## src/rtl/tpu_mmio_host_seq_pkg.sv

```systemverilog
// Shared constants, FSM state type and sizing helpers for the tpuv1 MMIO host sequencer.
// Addresses are byte offsets on the tpuv1 MMIO map; one MMIO word covers 8 address units.
package tpu_mmio_pkg;

  localparam int A_BASE      = 32'h0100;
  localparam int B_BASE      = 32'h0200;
  localparam int C_BASE      = 32'h0300;
  localparam int MATMUL_ADDR = 32'h0400;

  typedef enum logic [2:0] {
    IDLE,
    CLR,
    LOAD,
    TRIG,
    WAIT,
    READ,
    DRAIN
  } state_t;

  // MMIO words needed to carry one row of C
  function automatic int c_words_per_row(int dim, int bits_c, int dataw);
    return dim * bits_c / dataw;
  endfunction

  function automatic int word_addr(int base, int idx);
    return base + 8 * idx;
  endfunction

endpackage

```

## src/rtl/tpu_mmio_host_seq_if.sv

```systemverilog
// Host-side operand/result streams plus the tpuv1 MMIO bus driven by the sequencer.
// master = the sequencer, slave = host front end together with tpuv1.
interface tpu_mmio_host_seq_if #(
  parameter int ADDRW = 16,
  parameter int DATAW = 64
);
  logic             start;
  logic [DATAW-1:0] in_data;
  logic             in_valid;
  logic             in_ready;
  logic [DATAW-1:0] out_data;
  logic             out_valid;
  logic             out_ready;
  logic             busy;
  logic             done;
  logic [ADDRW-1:0] addr;
  logic [DATAW-1:0] tpu_din;
  logic             r_w;
  logic [DATAW-1:0] tpu_dout;

  modport master (
    input  start, in_data, in_valid, out_ready, tpu_dout,
    output in_ready, out_data, out_valid, busy, done, addr, tpu_din, r_w
  );

  modport slave (
    output start, in_data, in_valid, out_ready, tpu_dout,
    input  in_ready, out_data, out_valid, busy, done, addr, tpu_din, r_w
  );
endinterface

```

## src/rtl/tpu_mmio_host_seq.sv

```systemverilog
// Runs clear C / load A,B / MATMUL / wait / read C on tpuv1; accepted operands hit the bus one cycle later.
// Result stream obeys valid/ready: while a word is held the C read address is held too.
module tpu_mmio_host_seq
  import tpu_mmio_pkg::*;
#(
  parameter int BITS_AB     = 8,
  parameter int BITS_C      = 16,
  parameter int DIM         = 8,
  parameter int ADDRW       = 16,
  parameter int DATAW       = 64,
  parameter int WAIT_CYCLES = DIM * 4
) (
  input  logic                clk,
  input  logic                rst_n,
  tpu_mmio_host_seq_if.master io
);

  localparam int CW    = c_words_per_row(DIM, BITS_C, DATAW);
  localparam int NC    = DIM * CW;
  localparam int NIN   = 2 * DIM;
  localparam int CNTW  = $clog2(NIN + 1);
  localparam int WCW   = $clog2(WAIT_CYCLES + 1);
  localparam int ROW_W = DIM * BITS_AB;

  state_t           state;
  logic [CNTW-1:0]  cnt;
  logic [WCW-1:0]   wcnt;
  logic [ADDRW-1:0] addr_q;
  logic [DATAW-1:0] din_q;
  logic             rw_q;
  logic             in_ready_q;
  logic [DATAW-1:0] out_data_q;
  logic             out_valid_q;
  logic             busy_q;
  logic             done_q;

  logic in_fire;
  logic out_take;

  assign in_fire  = in_ready_q && io.in_valid;
  assign out_take = !out_valid_q || io.out_ready;

  assign io.in_ready  = in_ready_q;
  assign io.out_data  = out_data_q;
  assign io.out_valid = out_valid_q;
  assign io.busy      = busy_q;
  assign io.done      = done_q;
  assign io.addr      = addr_q;
  assign io.tpu_din   = din_q;
  assign io.r_w       = rw_q;

  always_ff @(posedge clk or negedge rst_n) begin
    if (!rst_n) begin
      state       <= IDLE;
      cnt         <= '0;
      wcnt        <= '0;
      addr_q      <= '0;
      din_q       <= '0;
      rw_q        <= 1'b0;
      in_ready_q  <= 1'b0;
      out_data_q  <= '0;
      out_valid_q <= 1'b0;
      busy_q      <= 1'b0;
      done_q      <= 1'b0;
    end else begin
      // bus idles unless a state below issues an access this cycle
      addr_q <= '0;
      din_q  <= '0;
      rw_q   <= 1'b0;
      done_q <= 1'b0;
      case (state)
        IDLE: begin
          if (io.start) begin
            state  <= CLR;
            busy_q <= 1'b1;
            cnt    <= '0;
          end
        end
        CLR: begin
          addr_q <= ADDRW'(word_addr(C_BASE, int'(cnt)));
          rw_q   <= 1'b1;
          if (cnt == CNTW'(NC - 1)) begin
            cnt        <= '0;
            in_ready_q <= 1'b1;
            state      <= LOAD;
          end else begin
            cnt <= cnt + 1'b1;
          end
        end
        LOAD: begin
          if (in_fire) begin
            // even words are A rows, odd words are B rows
            addr_q <= ADDRW'(word_addr(cnt[0] ? B_BASE : A_BASE, int'(cnt >> 1)));
            din_q  <= DATAW'(io.in_data[ROW_W-1:0]);
            rw_q   <= 1'b1;
            if (cnt == CNTW'(NIN - 1)) begin
              cnt        <= '0;
              in_ready_q <= 1'b0;
              state      <= TRIG;
            end else begin
              cnt <= cnt + 1'b1;
            end
          end
        end
        TRIG: begin
          addr_q <= ADDRW'(MATMUL_ADDR);
          rw_q   <= 1'b1;
          wcnt   <= '0;
          state  <= WAIT;
        end
        WAIT: begin
          if (wcnt == WCW'(WAIT_CYCLES)) begin
            addr_q <= ADDRW'(C_BASE);
            cnt    <= '0;
            state  <= READ;
          end else begin
            wcnt <= wcnt + 1'b1;
          end
        end
        READ: begin
          if (out_take) begin
            out_data_q  <= io.tpu_dout;
            out_valid_q <= 1'b1;
            if (cnt == CNTW'(NC - 1)) begin
              cnt   <= '0;
              state <= DRAIN;
            end else begin
              cnt    <= cnt + 1'b1;
              addr_q <= ADDRW'(word_addr(C_BASE, int'(cnt) + 1));
            end
          end else begin
            addr_q <= addr_q;
          end
        end
        DRAIN: begin
          if (io.out_ready) begin
            out_valid_q <= 1'b0;
            done_q      <= 1'b1;
            busy_q      <= 1'b0;
            state       <= IDLE;
          end
        end
        default: state <= IDLE;
      endcase
    end
  end

endmodule

```

## src/flat_wrapper.sv

```systemverilog
// flat-port wrapper written by rule: the top's interface ports become plain ports
module tpu_mmio_host_seq_flat import tpu_mmio_pkg::*;
#(
  parameter int BITS_AB     = 8,
  parameter int BITS_C      = 16,
  parameter int DIM         = 8,
  parameter int ADDRW       = 16,
  parameter int DATAW       = 64,
  parameter int WAIT_CYCLES = DIM * 4
)
  (clk, rst_n, io_start, io_in_data, io_in_valid, io_out_ready, io_tpu_dout, io_in_ready, io_out_data, io_out_valid, io_busy, io_done, io_addr, io_tpu_din, io_r_w);
  tpu_mmio_host_seq_if #(.ADDRW(ADDRW), .DATAW(DATAW)) io_i ();
  input  logic clk;
  input  logic rst_n;
  input wire logic [$bits(io_i.start)-1:0] io_start;
  input wire logic [$bits(io_i.in_data)-1:0] io_in_data;
  input wire logic [$bits(io_i.in_valid)-1:0] io_in_valid;
  input wire logic [$bits(io_i.out_ready)-1:0] io_out_ready;
  input wire logic [$bits(io_i.tpu_dout)-1:0] io_tpu_dout;
  output wire logic [$bits(io_i.in_ready)-1:0] io_in_ready;
  output wire logic [$bits(io_i.out_data)-1:0] io_out_data;
  output wire logic [$bits(io_i.out_valid)-1:0] io_out_valid;
  output wire logic [$bits(io_i.busy)-1:0] io_busy;
  output wire logic [$bits(io_i.done)-1:0] io_done;
  output wire logic [$bits(io_i.addr)-1:0] io_addr;
  output wire logic [$bits(io_i.tpu_din)-1:0] io_tpu_din;
  output wire logic [$bits(io_i.r_w)-1:0] io_r_w;
  assign io_i.start = io_start;
  assign io_i.in_data = io_in_data;
  assign io_i.in_valid = io_in_valid;
  assign io_i.out_ready = io_out_ready;
  assign io_i.tpu_dout = io_tpu_dout;
  assign io_in_ready = io_i.in_ready;
  assign io_out_data = io_i.out_data;
  assign io_out_valid = io_i.out_valid;
  assign io_busy = io_i.busy;
  assign io_done = io_i.done;
  assign io_addr = io_i.addr;
  assign io_tpu_din = io_i.tpu_din;
  assign io_r_w = io_i.r_w;
  tpu_mmio_host_seq #(.BITS_AB(BITS_AB), .BITS_C(BITS_C), .DIM(DIM), .ADDRW(ADDRW), .DATAW(DATAW), .WAIT_CYCLES(WAIT_CYCLES)) u_core (.clk(clk), .rst_n(rst_n), .io(io_i));
endmodule
```

## config.mk

```make
export PLATFORM = sky130hd
export DESIGN_NAME = tpu_mmio_host_seq_flat
export DESIGN_NICKNAME = d
export VERILOG_FILES = /design/src/rtl/tpu_mmio_host_seq_pkg.sv /design/src/rtl/tpu_mmio_host_seq_if.sv /design/src/rtl/tpu_mmio_host_seq.sv /design/src/flat_wrapper.sv
export SDC_FILE = /design/constraint.sdc
export NUM_CORES = 1
export LEC_CHECK = 0
export ABC_CLOCK_PERIOD_IN_PS = 3800
export CAP_MARGIN = 20
export CELL_PAD_IN_SITES_DETAIL_PLACEMENT = 1
export CELL_PAD_IN_SITES_GLOBAL_PLACEMENT = 1
export CORE_UTILIZATION = 34
export DETAILED_ROUTE_END_ITERATION = 8
export GPL_TIMING_DRIVEN = 0
export PLACE_DENSITY = 0.93
export SLEW_MARGIN = 20
export SYNTH_ARGS = -nofsm -noshare
export SYNTH_HDL_FRONTEND = slang
export SYNTH_SLANG_ARGS = --single-unit
```

## constraint.sdc

```tcl
create_clock -name clk -period 3.8 [get_ports clk]
set_input_delay 0.38 -clock clk [delete_from_list [all_inputs] [get_ports clk]]
set_output_delay 0.38 -clock clk [all_outputs]
set_load 0.005 [all_outputs]
```

==> metrics.txt, run 1 <==
worst slew pin tran=732 ps; Final Cycle Share=53.9%; Final #Nets=883; number of global-route vias before repair=5139; Post-DRT Antenna Nets=0; Setup TNS=0 ps; share of the synthesized area in the top cell type=64.7%; Worst EP required=4140 ps; Post-synth ARST share=100%; fmax=488 MHz; Critical Path Fanout Max=10; Ant. Diodes=0; count leader, synth=dfrtp_1; Main synth FF type=dfrtp_1; WS Path Type=reg2reg; Setup Viol. Count Final=0; crit start category=flip-flop; Final WS setup=1750 ps; RSZ-0062 raised after global routing=no; yosys warns=0; io pins=282; layout cell share with drive strength beyond 1=15.7%; initial antenna violation count=0; cts repair resizes=0; CTS tree=yes; top cells by count, synth=155 x dfrtp_1, 66 x mux2_2, 64 x and2_1, 20 x nand2_1; DR WL/cell=19.6 um; vias per inst=4.73; Hold Vio Cnt, Final=0; hold path depth=2; # hold bufs at CTS=1; Final GP Congestion=0.840; DR pass1 iterations=4; grt total ovfl=0; min-delay worst type=reg2reg; max cap viols=0; Setup crit end kind=flip-flop; DRC viols=0; final WL=19300 um; leak pwr=4.16 nW; hold slack=479 ps; fillers=1758; area of the multi-input gates=1970 um2; vias post-DR=4653; clock skew=10.6 ps; Initial Utilization=34.8%; die area=18200 um2; GRT Resource Usage Total=21.7%; Worst-path clk slew=60 ps; Clock Sink Count=155; port bufs=273; Rel. slew slack=50.7%; top post-synthesis cells by area=dfrtp_1 65%, mux2_2 12%, and2_1 6.7%; sequential fraction of the synthesis area=64.7%; Final Critical Period=2050 ps; sequential cell area=3880 um2; #FFs+latches synth=155; first-iteration detailed-routing DRC count=161; num rows=48; Final Max Slew Viols=0; Cell Pwr Density=651 nW/um2; count of cell types in the netlist=51; worst reg-to-reg path cell count=5; Syn Area/Cell=13.5 um2; Post CTS Setup Buffer Count=0; Die Height=135 um; # H-tree levels=4; Mapped Cells=446; pre-CTS setup slack=1290 ps; area of the core=17200 um2; outcome=finished, final reports clean; first-pass GRT wire length=29300 um; clock root buffer=clkbuf_16; DP Wirelength=14600 um; Cell Area, Synth=6000 um2; cell taking the most area after synthesis=dfrtp_1; Max VDD drop=0.369 mV; EDFF count, synth=0; total CTS buffers=17; Layout area overhead=60.9%; largest net degree at the start of global routing=86; fin util=56.0%; CTS Buffer Depth=2; clock insertion delay at the later pin of the skew report=430 ps; crit path DAT=2380 ps; die width=135 um
[power breakdown]
part | switching (mW) | internal (mW)
Combinational | 0.897 | 1.38
Sequential | 0.261 | 2.09
Clock | 0.676 | 0.981
[sequential cells by signal (all words and copies together), names as in the netlist, 3 cells and up]
name	count
u_core.cnt	5
u_core.io.addr	8
u_core.io.out_data	64
u_core.io.tpu_din	64
u_core.state	3
u_core.wcnt	6
[kinds of logic (layout without fill, tap and decap cells)]
| logic type | count (synthesis) | after routing | share of synthesized area (%) |
|---|---|---|---|
| compound gates | 45 | 45 | 5.44 |
| xor+xnor | 4 | 4 | 0.584 |
| fa+ha+maj | 3 | 3 | 0.626 |
| buf+inv | 36 | 342 | 3.00 |
| flops | 155 | 155 | 64.7 |
| mux | 68 | 68 | 12.7 |
| other cells | 1 | 8 | 0.0625 |
| simple gates | 134 | 134 | 12.9 |
[worst paths after layout]
path | from | end | slack, ps
setup / recovery | u_core.state[2]$_DFFE_PN0P_ | u_core.io.addr[5]$_DFFE_PN0N_ | 1750
hold / removal | u_core.io.addr[10]$_DFFE_PN0N_ | u_core.io.addr[10]$_DFFE_PN0N_ | 480
setup reg to reg | u_core.state[2]$_DFFE_PN0P_ | u_core.io.addr[5]$_DFFE_PN0N_ | 1750
hold reg to reg | u_core.io.addr[10]$_DFFE_PN0N_ | u_core.io.addr[10]$_DFFE_PN0N_ | 480
max in group asynchronous | rst_n | u_core.wcnt[5]$_DFFE_PN0P_ | 2480
min in group asynchronous | rst_n | u_core.io.out_data[36]$_DFFE_PN0P_ | 520
[critical path: stages, from the launching register on]
cell	delay [ps]
dfrtp_1	450
nand2b_1	210
nor3_2	530
clkbuf_1	410
a22oi_1	180
o21ai_0	190
[placed cells by master, fill, tap and decap left out, types with 9 or more instances in the layout]
master | synthesis | final
buf_4 | 9 | 9
nor2_1 | 13 | 13
o21ai_0 | 10 | 10
nand2_1 | 20 | 20
mux2_2 | 66 | 66
and2_1 | 64 | 64
clkbuf_1 | 13 | 16
clkbuf_16 | 0 | 17
buf_2 | 9 | 9
clkdlybuf4s50_1 | 0 | 272
dfrtp_1 | 155 | 155
[metrics by stage]
step	total power, mW	cells	area [um2]
final	6.28	984	9650
after global routing	6.66	984	9650
after CTS	6.36	984	9650
after detailed placement	4.67	952	9070
after global placement	4.54	951	9040
after floorplan	3.36	453	6030
[area by class of cell]
class                           count  area share, %
Clock inverter                     10           1.22
Clock buffer                       21           4.67
Sequential cell                   155           40.2
Tap cell                          225           2.92
Timing Repair Buffer              275           28.8
Inverter                            5          0.194
Buffer                             31           1.67
Multi-Input combinational cell    262           20.4
[layer usage]
layer	track usage, %	vias to the layer above	routed length (um)
li1	-	2120	-
met1	23.6	2315	7120
met2	39.9	190	10400
met3	5.97	28	1350
met4	8.05	0	420
met5	0	-	0
Note: power is estimated with default switching activity, not from simulation.
==> run 2, diff against run 1 <==
- ABC_CLOCK_PERIOD_IN_PS: 3800 -> 2000
- CORE_UTILIZATION: 34 -> 31
- PLACE_DENSITY: 0.93 -> 0.86
- clock period: 3.8 -> 2 ns (I/O delays scaled with it)
==> metrics.txt, run 2 (synthesized netlist as in run 1, its figures left out) <==
Max VDD drop=0.582 mV (was 0.369 mV); worst slew pin tran=655 ps (was 732 ps); GRT Resource Usage Total=19.3% (was 21.7%); grt total ovfl=0 (unchanged); Layout area overhead=62.1% (was 60.9%); Post-DRT Antenna Nets=0 (unchanged); worst r2r dst=u_core.state[0]$_DFFE_PN0P_ (was u_core.io.addr[5]$_DFFE_PN0N_); Rel. slew slack=56.2% (was 50.7%); Cell Pwr Density=1230 nW/um2 (was 651 nW/um2); Setup TNS=0 ps (unchanged); number of global-route vias before repair=5041 (was 5139); Worst-path clk slew=70 ps (was 60 ps); fillers=1929 (was 1758); Die Height=141 um (was 135 um); CTS tree=yes (unchanged); sequential cell area=3880 um2 (unchanged); Critical Path Fanout Max=8 (was 10); DR pass1 iterations=4 (unchanged); DRC viols=0 (unchanged); Final Cycle Share=95.1% (was 53.9%); area of the core=18800 um2 (was 17200 um2); DR WL/cell=18.1 um (was 19.6 um); # H-tree levels=4 (unchanged); Final Critical Period=1900 ps (was 2050 ps); worst reg-to-reg path cell count=4 (was 5); RSZ-0062 raised after global routing=no (unchanged); max cap viols=0 (unchanged); vias post-DR=4603 (was 4653); initial antenna violation count=0 (unchanged); area of the multi-input gates=1970 um2 (about the same); Worst EP required=2310 ps (was 4140 ps); commonest non-fill, non-tap cell in the layout=clkdlybuf4s50_1 (unchanged); fin util=51.7% (was 56.0%); die width=141 um (was 135 um); Ant. Diodes=0 (unchanged); Pwr Total=12.0 mW (was 6.28 mW); Final GP Congestion=0.834 (was 0.840); WS Path Type=reg2reg (unchanged); largest net degree at the start of global routing=95 (was 86); Initial Utilization=31.9% (was 34.8%); r2r setup slk=100 ps (was 1750 ps); first-iteration detailed-routing DRC count=143 (was 161); CTS Buffer Depth=2 (unchanged); Final Max Slew Viols=0 (unchanged); outcome=finished, final reports clean (unchanged); crit start category=flip-flop (unchanged); clock root buffer=clkbuf_16 (unchanged); Final #Nets=885 (was 883); Reg2Reg Launch Point=u_core.state[2]$_DFFE_PN0P_ (unchanged); io pins=282 (unchanged); leak pwr=4.17 nW (was 4.16 nW); fmax=526 MHz (was 488 MHz); layout cell share with drive strength beyond 1=16.3% (was 15.7%); Setup Viol. Count Final=0 (unchanged); DP Wirelength=13900 um (was 14600 um); most frequent cells in the layout=272 x clkdlybuf4s50_1, 155 x dfrtp_1, 66 x mux2_2, 64 x and2_1, 20 x nand2_1 (unchanged); min-delay worst type=in2async (was reg2reg); Hold Vio Cnt, Final=0 (unchanged); clock insertion delay at the later pin of the skew report=430 ps (about the same); crit path DAT=2210 ps (was 2380 ps); clock skew=6.81 ps (was 10.6 ps); first-pass GRT wire length=28900 um (was 29300 um); vias per inst=4.50 (was 4.73); Setup crit end kind=flip-flop (unchanged); Clock Sink Count=155 (unchanged); total CTS buffers=17 (unchanged); port bufs=273 (unchanged); final WL=18500 um (was 19300 um); die area=19900 um2 (was 18200 um2); num rows=50 (was 48)
[run 2: cell types whose count changed in the layout (fill, tap and decap cells not counted)]
cell       previous run  this run
clkbuf_2              0         1
o21ai_0              10         9
nor3_4                0         1
clkbuf_4              0         6
buf_2                 9         3
inv_6                 1         4
nor3_2                1         0
buf_4                 9        11
o21ai_1               0         1
clkbuf_1             16        14
clkinv_2              2         1
bufinv_16             2         1
clkbuf_8              1         0
inv_8                 0         2
[run 2: stage by stage]
step | setup slack [ps] | cells | cell area (um2) | hold slack, ps
floorplan | 306 | 453 | 6030 | -95.6
global placement | -5710 | 986 | 9080 | 467
detailed placement | -474 | 987 | 9120 | 173
CTS | 6.91 | 1022 | 9710 | 304
global route | 11.1 | 1022 | 9730 | 318
finish | 97.9 | 1022 | 9730 | 303
[run 2: layout make-up]
| type | count | share of cell area (%) |
|---|---|---|
| flip-flops and latches | 155 | 39.9 |
| clock buffers | 19 | 4.45 |
| inverters | 5 | 0.193 |
| well taps | 260 | 3.34 |
| multi-input cells | 262 | 20.3 |
| repair buffers | 277 | 28.7 |
| plain buffers | 31 | 1.83 |
| clock inverters | 13 | 1.35 |
[run 2: how the worst max path moves through the flow]
| stage | startpoint | depth (start not counted) | to |
|---|---|---|---|
| 2_1_floorplan | u_core.state[2]$_DFFE_PN0P_ | 4 | u_core.state[0]$_DFFE_PN0P_ |
| 3_3_place_gp | rst_n | 1 | u_core.wcnt[2]$_DFFE_PN0P_ |
| 3_5_place_dp | io_in_valid | 6 | u_core.io.addr[5]$_DFFE_PN0N_ |
| 4_1_cts | u_core.state[2]$_DFFE_PN0P_ | 5 | u_core.io.out_data[15]$_DFFE_PN0P_ |
| 5_1_grt | u_core.state[2]$_DFFE_PN0P_ | 5 | u_core.io.out_data[11]$_DFFE_PN0P_ |
| 6_report | u_core.state[2]$_DFFE_PN0P_ | 4 | u_core.state[0]$_DFFE_PN0P_ |
[run 2: report_power, final]
group	total, mW	switching [mW]	internal [mW]
Combinational	4.37	1.73	2.64
Sequential	4.47	0.500	3.97
Clock	3.14	1.39	1.74
Total	12.0	3.62	8.36
[run 2: worst max-delay path: stages (launching register included)]
cell and delay [ps]:
dfrtp_1 450, or2_2 360, o32a_1 460, nand3_1 170
mux2_2 340
[run 2: metal layers]
layer | global-route usage (%) | routed length (um) | vias to the layer above
li1 | - | - | 2118
met1 | 21.2 | 6810 | 2258
met2 | 35.0 | 9840 | 199
met3 | 5.64 | 1430 | 28
met4 | 7.09 | 416 | 0
met5 | 0 | 0 | -
[run 2: timing repair]
item / in CTS / in global routing
buffers inserted: 2 / 0
hold buffers: 1 / 0
pin swaps: 1 / 0
setup endpoints to repair: 51 / 64
resized for setup: 1 / 9
hold endpoints to repair: 61 / 0
